`src/rtl/irq_ctrl_pkg.sv`:
```
// Shared constants and state encoding for the 16-source interrupt controller.
package irq_ctrl_pkg;

  localparam int N_SRC = 16;
  localparam int ID_W  = 4;

  typedef enum logic [1:0] {
    IDLE    = 2'd0,
    REQ     = 2'd1,
    SERVICE = 2'd2
  } state_t;

endpackage

```
`src/rtl/irq_prio_enc.sv`:
```
// Combinational priority encoder: the highest-numbered set request wins.
module irq_prio_enc
  import irq_ctrl_pkg::*;
(
  input  logic [N_SRC-1:0] req,
  output logic [ID_W-1:0]  idx,
  output logic             any
);

  always_comb begin
    // NOTE: every output of a combinational block gets a default first, so no path leaves it unassigned and infers a latch.
    idx = '0;
    for (int i = 0; i < N_SRC; i++) begin
      if (req[i]) idx = ID_W'(i);
    end
    any = |req;
  end

endmodule

```
`src/rtl/irq_ctrl.sv`:
```
// Interrupt controller: edge detect, pending latch, enable mask, priority
// selection and a req/ack/eoi handshake to the CPU with no nesting.
module irq_ctrl
  import irq_ctrl_pkg::*;
(
  input  logic             clk,
  input  logic             rst,
  input  logic [N_SRC-1:0] irq_in,
  input  logic             en_we,
  input  logic [N_SRC-1:0] en_wdata,
  output logic [N_SRC-1:0] enable,
  output logic [N_SRC-1:0] pending,
  output logic             cpu_irq,
  output logic [ID_W-1:0]  irq_id,
  input  logic             cpu_ack,
  input  logic             cpu_eoi,
  output logic             in_service
);

  state_t           state;
  logic [N_SRC-1:0] irq_q;
  logic [N_SRC-1:0] irq_rise;
  logic [N_SRC-1:0] eligible;
  logic [N_SRC-1:0] clr;
  logic [ID_W-1:0]  sel;
  logic             any;

  assign irq_rise = irq_in & ~irq_q;
  assign eligible = pending & enable;

  irq_prio_enc u_prio (
    .req (eligible),
    .idx (sel),
    .any (any)
  );

  // The ack consumes the ID registered at the start of the cycle.
  always_comb begin
    clr = '0;
    if (state == REQ && cpu_ack) clr[irq_id] = 1'b1;
  end

  always_ff @(posedge clk) begin
    // NOTE: registered state uses non-blocking assignments so every flop samples pre-edge values, independent of block order.
    if (rst) begin
      irq_q   <= '0;
      pending <= '0;
      enable  <= '0;
    end else begin
      irq_q   <= irq_in;
      pending <= irq_rise | (pending & ~clr);
      if (en_we) enable <= en_wdata;
    end
  end

  always_ff @(posedge clk) begin
    if (rst) begin
      state      <= IDLE;
      cpu_irq    <= 1'b0;
      irq_id     <= '0;
      in_service <= 1'b0;
    end else begin
      unique case (state)
        IDLE: begin
          if (any) begin
            irq_id  <= sel;
            cpu_irq <= 1'b1;
            state   <= REQ;
          end
        end
        REQ: begin
          if (cpu_ack) begin
            cpu_irq    <= 1'b0;
            in_service <= 1'b1;
            state      <= SERVICE;
          end else if (!any) begin
            cpu_irq <= 1'b0;
            state   <= IDLE;
          end else begin
            irq_id <= sel;
          end
        end
        SERVICE: begin
          if (cpu_eoi) begin
            in_service <= 1'b0;
            state      <= IDLE;
          end
        end
        default: state <= IDLE;
      endcase
    end
  end

endmodule

```
`config.mk`:
```
export PLATFORM = sky130hd
export DESIGN_NAME = irq_ctrl
export DESIGN_NICKNAME = d
export VERILOG_FILES = /design/src/rtl/irq_ctrl_pkg.sv /design/src/rtl/irq_prio_enc.sv /design/src/rtl/irq_ctrl.sv
export SDC_FILE = /design/constraint.sdc
export NUM_CORES = 1
export LEC_CHECK = 0
export ABC_AREA = 0
export CAP_MARGIN = 15
export CORE_MARGIN = 2
export CORE_UTILIZATION = 41
export CTS_CLUSTER_SIZE = 12
export DETAILED_ROUTE_END_ITERATION = 10
export PLACE_DENSITY = 0.73
export REMOVE_ABC_BUFFERS = 1
export SKIP_LAST_GASP = 1
export SLEW_MARGIN = 20
export SYNTH_ARGS = -nofsm -noshare
export SYNTH_HDL_FRONTEND = slang
export SYNTH_HIERARCHICAL = 1
export SYNTH_SLANG_ARGS = --single-unit
```
`constraint.sdc`:
```
create_clock -name clk -period 2.2 [get_ports clk]
set_clock_uncertainty 0.15 [all_clocks]
set_input_delay 0.44 -clock clk [delete_from_list [all_inputs] [get_ports clk]]
set_output_delay 0.44 -clock clk [all_outputs]
set_load 0.005 [all_outputs]
```
Word-level counts from Yosys, hierarchy flattened
Index checks and enable logic that the tools add are counted.
{"block": "op_classes", "n_lt_le_gt_ge": 2, "eq_ne": 7, "n_mux": 33, "n_bitwise": 6, "n_reduce_logical": 10}
{"op": "$and 16x16->16", "count": 3}
{"op": "$mux 4", "count": 10}
{"op": "$not 16->16", "count": 2}
{"op": "$mux 16", "count": 1}
{"op": "$or 16x16->16", "count": 1}
{"op": "$reduce_or 16->1", "count": 1}
{"op": "$mux 2", "count": 6}
{"op": "$mux 3", "count": 4}
{"op": "$reduce_and 3->1", "count": 3}
{"op": "$ne 2x2->1 const B", "count": 4}
{"op": "$pmux 4 s2", "count": 1}
{"op": "$mux 1", "count": 7}
{"op": "$pmux 2 s3", "count": 1}
{"op": "$lt 4x5->1 const B", "count": 1}
{"op": "$demux 1 s4", "count": 1}
{"op": "$ge 4x1->1 const B", "count": 1}
{"op": "$pmux 1 s2", "count": 2}
{"op": "$reduce_bool 2->1", "count": 2}
{"op": "$ne 3x3->1 const B", "count": 1}
{"op": "$eq 2x1->1 const B", "count": 1}
{"op": "$eq 2x2->1 const B", "count": 1}
{"op": "$logic_and 1x1->1", "count": 2}
{"op": "$logic_not 2->1", "count": 1}
{"op": "$reduce_and 2->1", "count": 1}
{"block": "word_totals", "register_bits": 56, "in_bits": 37, "output_inout_bits": 38, "wordCells": 65}

Logic depth before layout (Yosys ltp)
{"block": "depth", "ltp_word": 19, "mapped_depth": 7, "depth_no_buf": 7}

Modules after synthesis
The synthesis kept the hierarchy.
{"module": "irq_ctrl", "n_inst": 1, "cells_per_inst": 215, "area_each_um2": 2047.0, "seq_area_each_um2": 1121.1}
{"module": "irq_prio_enc", "n_inst": 1, "cells_per_inst": 28, "area_each_um2": 170.2, "seq_area_each_um2": 0.0}

Worst setup path after synthesis
Ideal clock, no wire load.
{"block": "synth_path", "path_kind": "register -> register", "from": "register pending[8]", "to": "register cpu_irq", "setup_time_ns": 0.122, "arrival_ns": 1.474, "t_required_ns": 1.928, "slack_ns": 0.455, "path_stages_with_launch": 8, "path_buffers": 0, "period_less_slack_ns": 1.745, "path_cell_list": "dfxtp_1 and2_1 nor4_2 nand3_1 or2_1 nor2b_1 o21bai_1 a21oi_1"}
{"block": "synth_between", "elab_chain_cells": 4, "word_cells_on_any_way": 5, "classes_between": "2 x eq/ne; 1 x bitwise; 2 x reduce/logical"}
{"element": "from (decl)", "line_no": "irq_ctrl.sv:12", "source": "output logic [N_SRC-1:0] pending,"}
{"element": "from (signal assigned)", "line_no": "irq_ctrl.sv:51", "source": "pending <= irq_rise | (pending & ~clr);"}
{"element": "$and 16x16->16 (*)", "line_no": "irq_ctrl.sv:29", "source": "assign eligible = pending & enable;"}
{"element": "net eligible[8]", "line_no": "irq_ctrl.sv:23", "source": "logic [N_SRC-1:0] eligible;"}
{"element": "$reduce_or 16->1 (*)", "line_no": "irq_prio_enc.sv:16", "source": "any = |req;"}
{"element": "net any", "line_no": "irq_ctrl.sv:26", "source": "logic any;"}
{"element": "$ne 3x3->1 (no line) or $ne 2x2->1 (tied branches)"}
{"element": "$reduce_and 3->1 (no line) (*)"}
{"element": "to (signal assigned)", "line_no": "irq_ctrl.sv:59", "source": "cpu_irq <= 1'b0;"}
{"element": "to (signal assigned)", "line_no": "irq_ctrl.sv:67", "source": "cpu_irq <= 1'b1;"}
{"element": "to (signal assigned)", "line_no": "irq_ctrl.sv:73", "source": "cpu_irq <= 1'b0;"}
{"element": "to (decl)", "line_no": "irq_ctrl.sv:13", "source": "output logic cpu_irq,"}
The timed path passes the listed nets; every way through them passes the cells marked *.
A chain may end at the register's enable or synchronous reset.

Worst setup path after layout
{"block": "layout_path", "from": "register pending[5]", "to": "register cpu_irq"}
Same word-level chain as after synthesis.

==> flow_summary.yaml <==
final_layout:
  diodes: 0
  syn_to_final_growth_pct: 41.8
  design_area_sq_um: 3140
  fillCellCount: 472
  final_nets: 357
  final_core_util_pct: 60.8
  stdcell_count: 391
  drive_above_1_share_pct: 5.92
routing:
  drt_drc_violations_left: 0
  totalWireLength_mm: 5.47
  drt-pass1-iter-count: 4
  ant_nets: 0
  vias: 1977
  dr.first_iter.drc_count: 93
  avgRoutedWirePerCell_um: 14.0
  via_per_inst: 5.06
global_route:
  track_usage_pct: 18.8
  grt_max_degree: 31
  grt_pass1_vias: 1871
  antenna_found_initial: 0
  grt_pass1_wl_mm: 8.91
  grt_overflow: 0
setup_path:
  slowest_delay_ns: 0.37
  crit_path_cell_trace: "and2_1, nor4_2, nand3_1, or2_1, nor2b_1, o21bai_1, a21oi_1"
  end_kind: "flop"
  cp-start-kind: "flop"
  cp_slowest_cell: "nor4_2"
  critical_path.startpoint: "pending[5]$_SDFF_PP0_"
  regToRegStartpoint: "pending[5]$_SDFF_PP0_"
  critPathRequiredTime_ns: 2.24
  critical_path_arrival_ns: 2.02
  reg2reg_depth: 7
  worstPathMaxFanout: 5
  crit_type: "reg -> reg"
timing:
  slew_viol_final: 0
  worst_slew_pin_slew_ns: 0.851
  tns_ns: 0
  hold_viol: 0
  final.period_utilization_pct: 90.3
  period_needed_ns: 1.99
  worst_slack_ns: 0.214
  setup_violations: 0
  worst_hold_slack_ns: 0.272
  max_slew_margin_pct: 43.2
  rsz0062_at_grt: "false"
  clock.fmax_mhz: 504
logic_synthesis:
  synthTopCellsByCount: "dfxtp_1, nor2_1, inv_1, o21ai_0, mux2i_1"
  synth_mux_area_share_pct: 7.67
  synth_xor_area_share_pct: 0
  synth_top_cell_area_share_pct: 50.6
  synth.most_common_cell: "dfxtp_1"
  synth-edff-count: 0
  synth.area.top_cells: "dfxtp_1, mux2i_1, o311ai_0"
  netlist_area_sq_um: 2220
  ys_warn_count: 6
  synth_simple_gate_area_share_pct: 21.7
  async_reset_ff_share_pct: 0
  syn_inst: 243
  synth_compound_area_share_pct: 15.0
  synth_top_family_by_area: "simple AND/OR/NAND/NOR gates"
  yosys.area.top_type: "dfxtp_1"
  syn_avg_cell_area_sq_um: 9.12
  synth_seq_cells: 56
  ys.flop_type: "dfxtp_1"
  synth.yosys.seq_area_share_pct: 50.6
  synth_cell_type_count: 35
  synthAdderAreaFrac_pct: 0
worst_hold_path:
  min-delay-start: "irq_q[12]$_SDFF_PP0_"
  holdPathStages: 1
  hp-class: "reg -> reg"
power_and_ir_drop:
  p_leak_nw: 1.31
  ir_drop_v: 0.000333
  power.total_mw: 2.18
  p_per_area_nw_per_um2: 693
placed_design:
  place_ws_ns: 0.0690
  place.gp.congestion: 0.833
  placed_cells: 383
  dp_hpwl_mm: 3.99
  io_buffers: 74
  placed_area_sq_um: 3050
floorplanning:
  dieArea_sq_um: 6010
  rows: 26
  io_pins: 75
  die_w_um: 77.5
  core_sq_um: 5170
  fp.dieH_um: 77.5
  start_util_pct: 42.9
clock_network:
  cts_tree: "yes"
  insertion_delay_ns: 0.31
  htree_levels: 2
  clock_sinks: 56
  post_cts_buffers: 0
  cts.clk_slew.worst_paths_ns: 0.10
  cts_made_buffers: 5
  cts_buffer_depth: 2
  clockRootBuffer: "clkbuf_8"
  ctsHoldBuffers: 0
run_status:
  status: "complete, no violations"
run:
  maxCapViolCount: 0
layout by cell type, fill, tap and decap left out, types with 3 or more instances in the layout:
cell / n
clkdlybuf4s50_1: 74
buf_4: 5
nand2_1: 15
dfxtp_1: 56
nor2_1: 27
o21ai_0: 20
or4_1: 3
nor2b_1: 4
and2_1: 16
clkbuf_8: 6
inv_1: 20
o311ai_0: 12
mux2i_1: 17
a21oi_1: 6
nand2b_1: 5
nand3_1: 8
per-layer routing:
metal / share of wire (%) / vias to the layer above / wire length, um / track usage (%)
met5: 0 / - / 0 / 0
met4: 1.4 / 0 / 76 / 6.43
met3: 5.4 / 7 / 297 / 3.72
met2: 46 / 59 / 2520 / 30.3
met1: 47 / 913 / 2580 / 25.2
li1: - / 998 / - / -
flip-flops by register name, summed over array words and instances, names as in the netlist:
register and count:
state 2, irq_q 16, in_service 1, cpu_irq 1
irq_id 4, enable 16, pending 16
path summary, 6_finish.rpt:
kind | to | slack, ns
hold reg to reg | pending[12]$_SDFF_PP0_ | 0.27
setup reg to reg | cpu_irq$_SDFFE_PP0P_ | 0.21
hold / removal | pending[12]$_SDFF_PP0_ | 0.27
setup / recovery | cpu_irq$_SDFFE_PP0P_ | 0.21
power breakdown:
group,leakage (nW),switching (mW),internal (mW),total [mW]
Combinational,0.793,0.184,0.262,0.446
Sequential,0.465,0.0688,1.10,1.17
Clock,0.0510,0.316,0.252,0.568
timing repair:
item | CTS | global route
setup endpoints to repair | 0 | 1
resized for setup | 0 | 1
endpoints found under the hold margin | 0 | 0
cell families (layout without fill, tap and decap cells):
family          after synthesis  count (layout)
flops                        56              56
compound gates               50              50
mux                          17              17
buf+inv                      29             107
simple gates                 91              91
final cells by class:
type | count | area [sq um] | area share [%]
clock buffers | 6 | 82.6 | 2.63
multi-input cells | 158 | 990 | 31.5
well taps | 70 | 87.6 | 2.79
inverters | 20 | 75.1 | 2.39
repair buffers | 79 | 778 | 24.8
clock inverters | 2 | 10.0 | 0.318
flip-flops and latches | 56 | 1120 | 35.7
worst max-delay path, delay by kind of cell (launching register included):
kind	cells	cell delay [ns]
AND/OR/NAND/NOR	5	1.17
flip-flops	1	0.33
AO/OA/AOI/OAI	2	0.22
No activity file was read; power rests on OpenSTA's default activity.
